`src/rtl/cavlc_coeff_scan.sv`:
```
// -----------------------------------------------------------------------------
// cavlc_coeff_scan
//   Sits after the 4x4 zigzag reorder in the H.264 CAVLC path. Takes one block
//   of 16 zigzag-ordered signed coefficients and walks it from position 15 down
//   to 0, one coefficient per cycle. The walk derives TotalCoeff, TrailingOnes
//   and TotalZeros and fills a level buffer. The nonzero levels are then
//   streamed out with their run_before values, highest scan position first.
//
// Ports
//   clk, rst           clock; synchronous active-high reset
//   in_valid/in_ready  block handshake; in_ready is high only in IDLE
//   in_coeff           16 x DW coefficients, [i*DW +: DW] = scan position i
//   sum_valid          total_coeff / trailing_ones / total_zeros are valid
//   lvl_valid/ready    level stream handshake
//   lvl_value          signed level value
//   lvl_run            run_before for this level
//   lvl_is_t1          level is one of the trailing ones
//   lvl_last           lowest-position nonzero of the block
//   blk_done           one-cycle pulse at the end of each completed block
// -----------------------------------------------------------------------------
module cavlc_coeff_scan #(
    parameter int DW = 15,
    parameter int NC = 16
) (
    input  logic                 clk,
    input  logic                 rst,
    input  logic                 in_valid,
    output logic                 in_ready,
    input  logic [NC*DW-1:0]     in_coeff,
    output logic                 sum_valid,
    output logic [4:0]           total_coeff,
    output logic [1:0]           trailing_ones,
    output logic [3:0]           total_zeros,
    output logic                 lvl_valid,
    input  logic                 lvl_ready,
    output logic signed [DW-1:0] lvl_value,
    output logic [3:0]           lvl_run,
    output logic                 lvl_is_t1,
    output logic                 lvl_last,
    output logic                 blk_done
);

    typedef enum logic [1:0] {IDLE, SCAN, EMIT, DONE} state_t;

    localparam logic signed [DW-1:0] ONE     = {{(DW-1){1'b0}}, 1'b1};
    localparam logic signed [DW-1:0] NEG_ONE = '1;

    state_t               state_q,   state_d;
    logic signed [DW-1:0] coef_q [NC];
    logic signed [DW-1:0] coef_d [NC];
    logic signed [DW-1:0] lv_q   [NC];   // level buffer: values
    logic signed [DW-1:0] lv_d   [NC];
    logic [3:0]           lp_q   [NC];   // level buffer: scan positions
    logic [3:0]           lp_d   [NC];
    logic [3:0]           idx_q,     idx_d;
    logic [3:0]           rd_ptr_q,  rd_ptr_d;
    logic [4:0]           tc_q,      tc_d;
    logic [1:0]           t1_q,      t1_d;
    logic [3:0]           tz_q,      tz_d;
    logic                 t1_open_q, t1_open_d;

    logic                 in_ready_q,  in_ready_d;
    logic                 sum_valid_q, sum_valid_d;
    logic                 blk_done_q,  blk_done_d;
    logic                 lvl_valid_q, lvl_valid_d;
    logic signed [DW-1:0] lvl_value_q, lvl_value_d;
    logic [3:0]           lvl_run_q,   lvl_run_d;
    logic                 lvl_is_t1_q, lvl_is_t1_d;
    logic                 lvl_last_q,  lvl_last_d;

    logic signed [DW-1:0] cur;
    logic                 cur_is_one;
    logic [3:0]           nxt_ptr;
    logic                 is_final;
    logic                 emit_d;

    always_comb begin
        state_d   = state_q;
        coef_d    = coef_q;
        lv_d      = lv_q;
        lp_d      = lp_q;
        idx_d     = idx_q;
        rd_ptr_d  = rd_ptr_q;
        tc_d      = tc_q;
        t1_d      = t1_q;
        tz_d      = tz_q;
        t1_open_d = t1_open_q;

        cur        = coef_q[idx_q];
        cur_is_one = (cur == ONE) || (cur == NEG_ONE);

        case (state_q)
            IDLE: begin
                if (in_valid && in_ready_q) begin
                    for (int i = 0; i < NC; i++) begin
                        coef_d[i] = in_coeff[i*DW +: DW];
                    end
                    idx_d     = 4'd15;
                    rd_ptr_d  = 4'd0;
                    tc_d      = 5'd0;
                    t1_d      = 2'd0;
                    tz_d      = 4'd0;
                    t1_open_d = 1'b1;
                    state_d   = SCAN;
                end
            end
            SCAN: begin
                if (cur != '0) begin
                    // The running nonzero count doubles as the buffer write pointer.
                    lv_d[tc_q[3:0]] = cur;
                    lp_d[tc_q[3:0]] = idx_q;
                    tc_d            = tc_q + 5'd1;
                    if (t1_open_q && cur_is_one && (t1_q != 2'd3)) begin
                        t1_d = t1_q + 2'd1;
                    end else begin
                        t1_open_d = 1'b0;
                    end
                end else if (tc_q != 5'd0) begin
                    // Only zeros below the highest nonzero count toward TotalZeros.
                    tz_d = tz_q + 4'd1;
                end
                idx_d = idx_q - 4'd1;
                if (idx_q == 4'd0) begin
                    state_d = (tc_d != 5'd0) ? EMIT : DONE;
                end
            end
            EMIT: begin
                if (lvl_ready) begin
                    if ({1'b0, rd_ptr_q} == tc_q - 5'd1) begin
                        state_d = DONE;
                    end else begin
                        rd_ptr_d = rd_ptr_q + 4'd1;
                    end
                end
            end
            DONE: state_d = IDLE;
            default: state_d = IDLE;
        endcase

        // Outputs are registered, so they are formed from the next-cycle view
        // of the buffer and read pointer; this also covers a level written on
        // the very last SCAN cycle.
        emit_d      = (state_d == EMIT);
        nxt_ptr     = rd_ptr_d + 4'd1;
        is_final    = ({1'b0, rd_ptr_d} == tc_d - 5'd1);
        in_ready_d  = (state_d == IDLE);
        sum_valid_d = (state_d == EMIT) || (state_d == DONE);
        blk_done_d  = (state_d == DONE);
        lvl_valid_d = emit_d;
        lvl_value_d = emit_d ? lv_d[rd_ptr_d] : '0;
        lvl_run_d   = '0;
        if (emit_d) begin
            // The lowest nonzero's run is every position beneath it.
            lvl_run_d = is_final ? lp_d[rd_ptr_d]
                                 : lp_d[rd_ptr_d] - lp_d[nxt_ptr] - 4'd1;
        end
        lvl_is_t1_d = emit_d && (rd_ptr_d < {2'b00, t1_d});
        lvl_last_d  = emit_d && is_final;
    end

    always_ff @(posedge clk) begin
        if (rst) begin
            state_q     <= IDLE;
            for (int i = 0; i < NC; i++) begin
                coef_q[i] <= '0;
                lv_q[i]   <= '0;
                lp_q[i]   <= '0;
            end
            idx_q       <= '0;
            rd_ptr_q    <= '0;
            tc_q        <= '0;
            t1_q        <= '0;
            tz_q        <= '0;
            t1_open_q   <= 1'b0;
            in_ready_q  <= 1'b0;
            sum_valid_q <= 1'b0;
            blk_done_q  <= 1'b0;
            lvl_valid_q <= 1'b0;
            lvl_value_q <= '0;
            lvl_run_q   <= '0;
            lvl_is_t1_q <= 1'b0;
            lvl_last_q  <= 1'b0;
        end else begin
            state_q     <= state_d;
            coef_q      <= coef_d;
            lv_q        <= lv_d;
            lp_q        <= lp_d;
            idx_q       <= idx_d;
            rd_ptr_q    <= rd_ptr_d;
            tc_q        <= tc_d;
            t1_q        <= t1_d;
            tz_q        <= tz_d;
            t1_open_q   <= t1_open_d;
            in_ready_q  <= in_ready_d;
            sum_valid_q <= sum_valid_d;
            blk_done_q  <= blk_done_d;
            lvl_valid_q <= lvl_valid_d;
            lvl_value_q <= lvl_value_d;
            lvl_run_q   <= lvl_run_d;
            lvl_is_t1_q <= lvl_is_t1_d;
            lvl_last_q  <= lvl_last_d;
        end
    end

    assign in_ready      = in_ready_q;
    assign sum_valid     = sum_valid_q;
    assign total_coeff   = tc_q;
    assign trailing_ones = t1_q;
    assign total_zeros   = tz_q;
    assign blk_done      = blk_done_q;
    assign lvl_valid     = lvl_valid_q;
    assign lvl_value     = lvl_value_q;
    assign lvl_run       = lvl_run_q;
    assign lvl_is_t1     = lvl_is_t1_q;
    assign lvl_last      = lvl_last_q;

endmodule
```
`config.mk`:
```
export PLATFORM = sky130hd
export DESIGN_NAME = cavlc_coeff_scan
export DESIGN_NICKNAME = d
export VERILOG_FILES = /design/src/rtl/cavlc_coeff_scan.sv
export SDC_FILE = /design/constraint.sdc
export NUM_CORES = 1
export LEC_CHECK = 0
export CORE_UTILIZATION = 35
export CTS_CLUSTER_SIZE = 14
export DETAILED_ROUTE_END_ITERATION = 16
export MAX_ROUTING_LAYER = met4
export PLACE_DENSITY = 0.63
export SYNTH_ARGS = -nofsm -noshare
export SYNTH_HDL_FRONTEND = slang
export SYNTH_SLANG_ARGS = --single-unit
export TNS_END_PERCENT = 30
```
`constraint.sdc`:
```
create_clock -name clk -period 7.2 [get_ports clk]
set_input_delay 1.44 -clock clk [delete_from_list [all_inputs] [get_ports clk]]
set_output_delay 1.44 -clock clk [all_outputs]
set_load 0.005 [all_outputs]
```
After elaboration in Yosys (flattened, before gate mapping)
Index checks and enable logic that the tools add are counted.
- input bits: 244
- output and inout port bits: 36
- word-level logic and storage cells: 170
- register bits: 591
- reduce and logical (&&, ||, !) cells: 20
- multiplexer cells: 51
- magnitude comparators: 6
- bitwise operators: 5
- eq/ne operators: 15
- $add $sub $neg: 10
- operators with widths (cell ; count):
    240-bit two-way mux ; 2
    240-bit bitwise mux ; 1
    64-bit two-way mux ; 2
    15-bit binary-select mux with 4-bit select ; 2
    15-bit two-way mux ; 5
    64-bit bitwise mux ; 1
    15-bit demux with 4-bit select ; 1
    4-bit two-way mux ; 13
    4-bit binary-select mux with 4-bit select ; 2
    4-bit case mux with 2 select lines ; 3
    5-bit >= comparator, second input constant ; 4
    4-bit NOT with 5-bit output ; 4
    4-bit demux with 4-bit select ; 1
    15-bit by 1-bit equality test with 1-bit output, second input constant ; 1
    15-bit by 2-bit equality test with 1-bit output, second input constant ; 1
    5-bit two-way mux ; 3
    15-bit nonzero test ; 1
    2-bit two-way mux ; 7
    4-bit by 1-bit adder with 4-bit output, second input constant ; 3
    2-bit inequality test, second input constant ; 6
    4-bit by 5-bit equality test with 1-bit output ; 2
    5-bit case mux with 2 select lines ; 1
    5-bit nonzero test ; 2
    5-bit by 1-bit subtractor with 5-bit output, second input constant ; 2
    other kinds (21) ; 37

Logic depth before layout (Yosys ltp)
- depth after elaboration: 14
- gate-level depth with buffers: 32
- mapped depth without buffers: 25

Least setup slack after synthesis
Ideal clock, no wire load.
- path kind: input port to flip-flop
- start point: input in_valid
- end point: register lvl_run_q[3] (netlist: lvl_run[3])
- setup time: 124 ps
- cell stages on the path: 27
- buffers on the path: 6
- slack: 586 ps
- arrival time: 6490 ps
- data required time: 7076 ps
- cell sequence: a21oi_1 -> or3_1 -> clkbuf_1 -> nand2_1 -> mux2_2 -> inv_2 -> clkbuf_1 -> clkbuf_1 -> buf_2 -> clkbuf_1 -> ha_1 -> nor3_1 -> and3_1 -> a211oi_1 -> clkbuf_1 -> nand2_1 -> o22ai_1 -> nor2_1 -> a211oi_1 -> a21oi_1 -> mux2i_1 -> ha_1 -> a21o_1 -> a21oi_1 -> xnor2_1 -> nand3_1 -> nor3b_2
- longest elaborated chain between the ends: 11
- elaborated cells on any way between the ends: 24
- classes of those cells: add/sub: 4; eq/ne: 2; mux: 13; bitwise: 3; reduce/logical: 2
- RTL lines (element ; line ; RTL):
    start: declaration ; 27 ; input logic in_valid,
    1-bit logical AND (*) ; 94 ; if (in_valid && in_ready_q) begin
    4-bit two-way mux ; 94 ;
    4-bit case mux with 2 select lines ; 92 ; case (state_q)
    4-bit by 1-bit adder with 4-bit output ; 144 ; nxt_ptr = rd_ptr_d + 4'd1;
    4-bit NOT with 5-bit output (implied by the code) ; 155 ; : lp_d[rd_ptr_d] - lp_d[nxt_ptr] - 4'd1;
    4-bit binary-select mux with 4-bit select ; 155 ;
    4-bit two-way mux (implied by the code) (2 in series) ; 155 ;
    4-bit subtractor ; 155 ;
    4-bit by 1-bit subtractor with 4-bit output ; 155 ;
    4-bit two-way mux ; 154 ; lvl_run_d = is_final ? lp_d[rd_ptr_d]
    end signal: assignment ; 199 ; lvl_run_q <= lvl_run_d;
    end: declaration ; 67 ; logic [3:0] lvl_run_q, lvl_run_d;
Every way passes the cells marked *; elsewhere a longest branch is shown, timed or not. The select of a mux whose other input is x is not followed.
A chain may end at the register's enable or synchronous reset.

Worst setup path in the final report
- start point: register idx_q[1]
- end point: register lvl_run_q[3] (netlist: lvl_run[3])
- longest elaborated chain between the ends: 14
- elaborated cells on any way between the ends: 30
- classes of those cells: add/sub: 3; eq/ne: 2; mux: 19; bitwise: 2; reduce/logical: 4
- RTL lines (element ; line ; RTL):
    start: declaration ; 55 ; logic [3:0] idx_q, idx_d;
    start signal: assignment ; 188 ; idx_q <= idx_d;
    branches (longest 14 deep; another with 4-bit subtractor) ; n/a ;
Several ways; the timed one is not identified. The select of a mux whose other input is x is not followed.

==> results by group <==
Synthesis
  – Post-synthesis sequential element count: about 590
  – Mapped Area: 27,600 um2
  – Syn_nets: just under 4,000
  – Synth top area share: between 40% and 50%
  – Register area share after synthesis: between 40 and 50%
  – Synth area leader: dfxtp_1
  – Post-Synth Adder-Cell Area: less than 1%
  – Main area contributors after synthesis: dfxtp_1 (43%), nand2_1 (14%), a21oi_1 (11%), mux4_2 (4.7%), nor2_1 (3.9%)
  – Top_reg_cell synth: dfxtp_1
  – Fraction of registers with async set/reset: 0%
  – Mux contribution to synthesized area: approximately 5.5%
  – Post-Syn Instances: roughly 3,600
  – Yosys warning count: 0
  – Xor/xnor share of the synthesized area: 0.634%
  – Yosys cell types: 87
  – Post-synthesis compound-gate area fraction: 23.3%
  – Avg Inst Size Synth: roughly 7.6 um2
  – Post-Synth Simple-Gate Area: between 20% and 30%
  – Post-synth EDFFs: 0
  – Largest family of logic cells by synthesized area: compound AO/OA/AOI/OAI gates

STA
  – Max frequency: 158 MHz
  – Final Hold Slack: about 0.45 ns
  – Final-report setup violation count: 0
  – Relative slew slack: between 20 and 25%
  – Worst-margin pin slew: 1.14 ns
  – Crit share post-route: between 80% and 90%
  – Clk_skew: between 0.03 and 0.04 ns
  – Setup tns final: 0 ns
  – Period minus WS final: 6.33 ns
  – Unrepaired setup endpoints after global routing: false
  – Fin. max-slew vios: 0
  – Fin. Hold Viols: 0

Finish
  – Most common cell after layout, fill and taps aside: nand2_1
  – P&R area growth vs syn: 21.8%
  – Share of cells above drive strength 1: 8.67%
  – Fin area: roughly 34,000 um2
  – Storage cell area: around 12,000 um2
  – Most frequent cells in the layout: nand2_1 (1,024), dfxtp_1 (587), a21oi_1 (580), nor2_1 (288), clkdlybuf4s50_1 (278)
  – Filler instances: 7,928
  – Final net count: approximately 4,000
  – Multi-input logic area: 14,500 um2

Global route
  – Vias in the first global route: 25,700
  – Tot GR Track Use: ~27%
  – Total gr overflow: 0
  – Largest net degree at the start of global routing: 205
  – First-pass GRT wire length: around 160,000 um
  – Initial antenna violation count: 1

Clocking
  – Clock Tree Buf Depth: 3
  – Hold_buf cts: 0
  – Postcts setup bufs: 0
  – H-tree depth: 3
  – Clock sinks: a little under 600
  – TritonCTS Buffers: between 60 and 70
  – Worst skew pair latency: between 0.6 and 0.7 ns
  – Clock root buffer: clkbuf_16
  – CTS tree: done
  – Post-CTS sizing: 0
  – Worst-path clk slew: about 0.060 ns

Pwr
  – Total Power: around 13 mW
  – Peak VDD IR: roughly 390 uV
  – Pleak: ~11 nW
  – P per Cell Area: 375 nW/um2

Die
  – Die width: between 200 and 300 um
  – Core Box Area: between 70,000 and 80,000 um2
  – Die ar.: between 80,000 and 90,000 um2
  – Die height: between 200 and 300 um
  – FP Rows: around 100
  – Initial Utilization: between 30% and 40%
  – I/O pin cnt: 280

Routing
  – DR vias: roughly 27,000
  – Routed WL: around 110,000 um
  – Pre-Repair DR Iteration Count: 6
  – Routed length per placed instance: ~22 um
  – DRC: 0
  – Antenna viol nets, final: 0
  – DRT iter0 DRCs: about 3,100
  – Routed vias/inst: 5.66

Setup path
  – Worst setup SP type: register
  – CP max stage delay: about 0.84 ns
  – Worst path slowest cell: and4_1
  – Crit path cell chain: buf_4 -> mux4_2 -> mux2i_1 -> mux2i_2 -> nor4_4 -> and4_1 -> a21o_1 -> nand2_1 -> o221ai_1 -> o21ai_0 -> o21ai_0 -> nor2_1 -> ha_1 -> a21o_1 -> a21oi_1 -> xnor2_1 -> nand3_1 -> nor3b_2
  – WP data required: approximately 7.7 ns
  – Crit. End Element: register
  – Path depth of the worst reg2reg path: 18
  – Critical path arrival: ~6.8 ns
  – Max FO, Critical Path: 27
  – Critical path type: reg -> reg

Place
  – Routability Congestion: about 0.99
  – DP HPWL: approximately 74,000 um
  – IO buf count: between 200 and 300
  – Placement-stage cell area: between 30,000 and 40,000 um2

Status
  – Status: finished, final reports clean

Job
  – Max-Cap Viols: 0

Hold path
  – Hold Path Class: reg -> reg
  – Hold path depth: 2
==> sequential cells by signal, indices dropped and copies added, names as in the netlist <==
name           cells
rd_ptr_q           4
total_zeros        4
sum_valid          1
total_coeff        5
trailing_ones      2
state_q            2
lvl_run            4
in_ready           1
lvl_value         15
blk_done           1
idx_q              4
lv_q             240
lvl_is_t1          1
coef_q           240
t1_open_q          1
lvl_valid          1
lp_q              64
lvl_last           1
==> critical path, delay by kind of cell (launching register included) <==
family / cells / cell delay [ns]
AOI/OAI and AO/OA: 6 / 1.56
xor gates and xnor gates: 1 / 0.17
adders and majority gates: 1 / 0.33
buffers and inverters: 1 / 0.40
DFF: 1 / 0.72
muxes: 3 / 0.85
and+or+nand+nor: 6 / 2.13
==> cell usage after synthesis, types with 19 or more instances <==
cell type and n:
o211ai_1 23, nor3_1 86, clkbuf_1 267, nand3_1 24, buf_1 29, o21ai_0 54
a21oi_1 582, nand2_1 1024, dfxtp_1 591, a211oi_1 120, mux4_2 58, o22ai_1 141
o221ai_1 19, nor2_1 289, a22oi_1 19
==> routing by layer <==
| metal | vias to the layer above | routed length [um] | GRT usage, % |
|---|---|---|---|
| li1 | 12900 | - | - |
| met5 | - | 0 | - |
| met2 | 1319 | 49300 | 41.4 |
| met1 | 13000 | 45700 | 35.8 |
| met3 | 213 | 9190 | 4.24 |
| met4 | 0 | 3660 | 9.17 |
==> cell families (layout without fill, tap and decap cells) <==
kind of cell / Yosys count / after routing
AO/OA/AOI/OAI: 1074 / 1074
XOR/XNOR: 20 / 20
adder cells (fa/ha/maj): 15 / 15
buffers and inverters: 346 / 515
flip-flops: 591 / 591
multiplexers: 79 / 79
other: 0 / 1
AND/OR/NAND/NOR: 1502 / 1502
==> stage by stage <==
step / utilization [%] / std cells / setup WS, ns
final: 43.2 / 4837 / 0.868
after global routing: 43.2 / 4837 / 0.439
after CTS: 43.2 / 4836 / 0.879
after detailed placement: 40.1 / 4711 / 0.833
after global placement: 40.1 / 4711 / 0.913
after floorplan: - / 3627 / 0.586
==> power by group <==
part	internal, mW	switching, mW	total [mW]
logic	1.51	3.26	4.78
clock network	2.20	1.49	3.69
registers	3.77	0.399	4.16
==> final timing paths <==
kind	start	endpoint	slack (ns)
setup / recovery	idx_q[1]	lvl_run[3]	0.87
hold / removal	coef_q[155]	coef_q[155]	0.45
setup reg to reg	idx_q[1]	lvl_run[3]	0.87
hold reg to reg	coef_q[155]	coef_q[155]	0.45
==> final cells by class <==
cell class	count	area share, %
multi-input combinational	2690	43.1
sequential	591	35.2
timing repair buffer	371	10.4
clock buffer	99	6.03
tap	1040	3.87
clock inverter	26	1.12
inverter	19	0.212
antenna	1	0.00744
No activity file was read; power rests on OpenSTA's default activity.
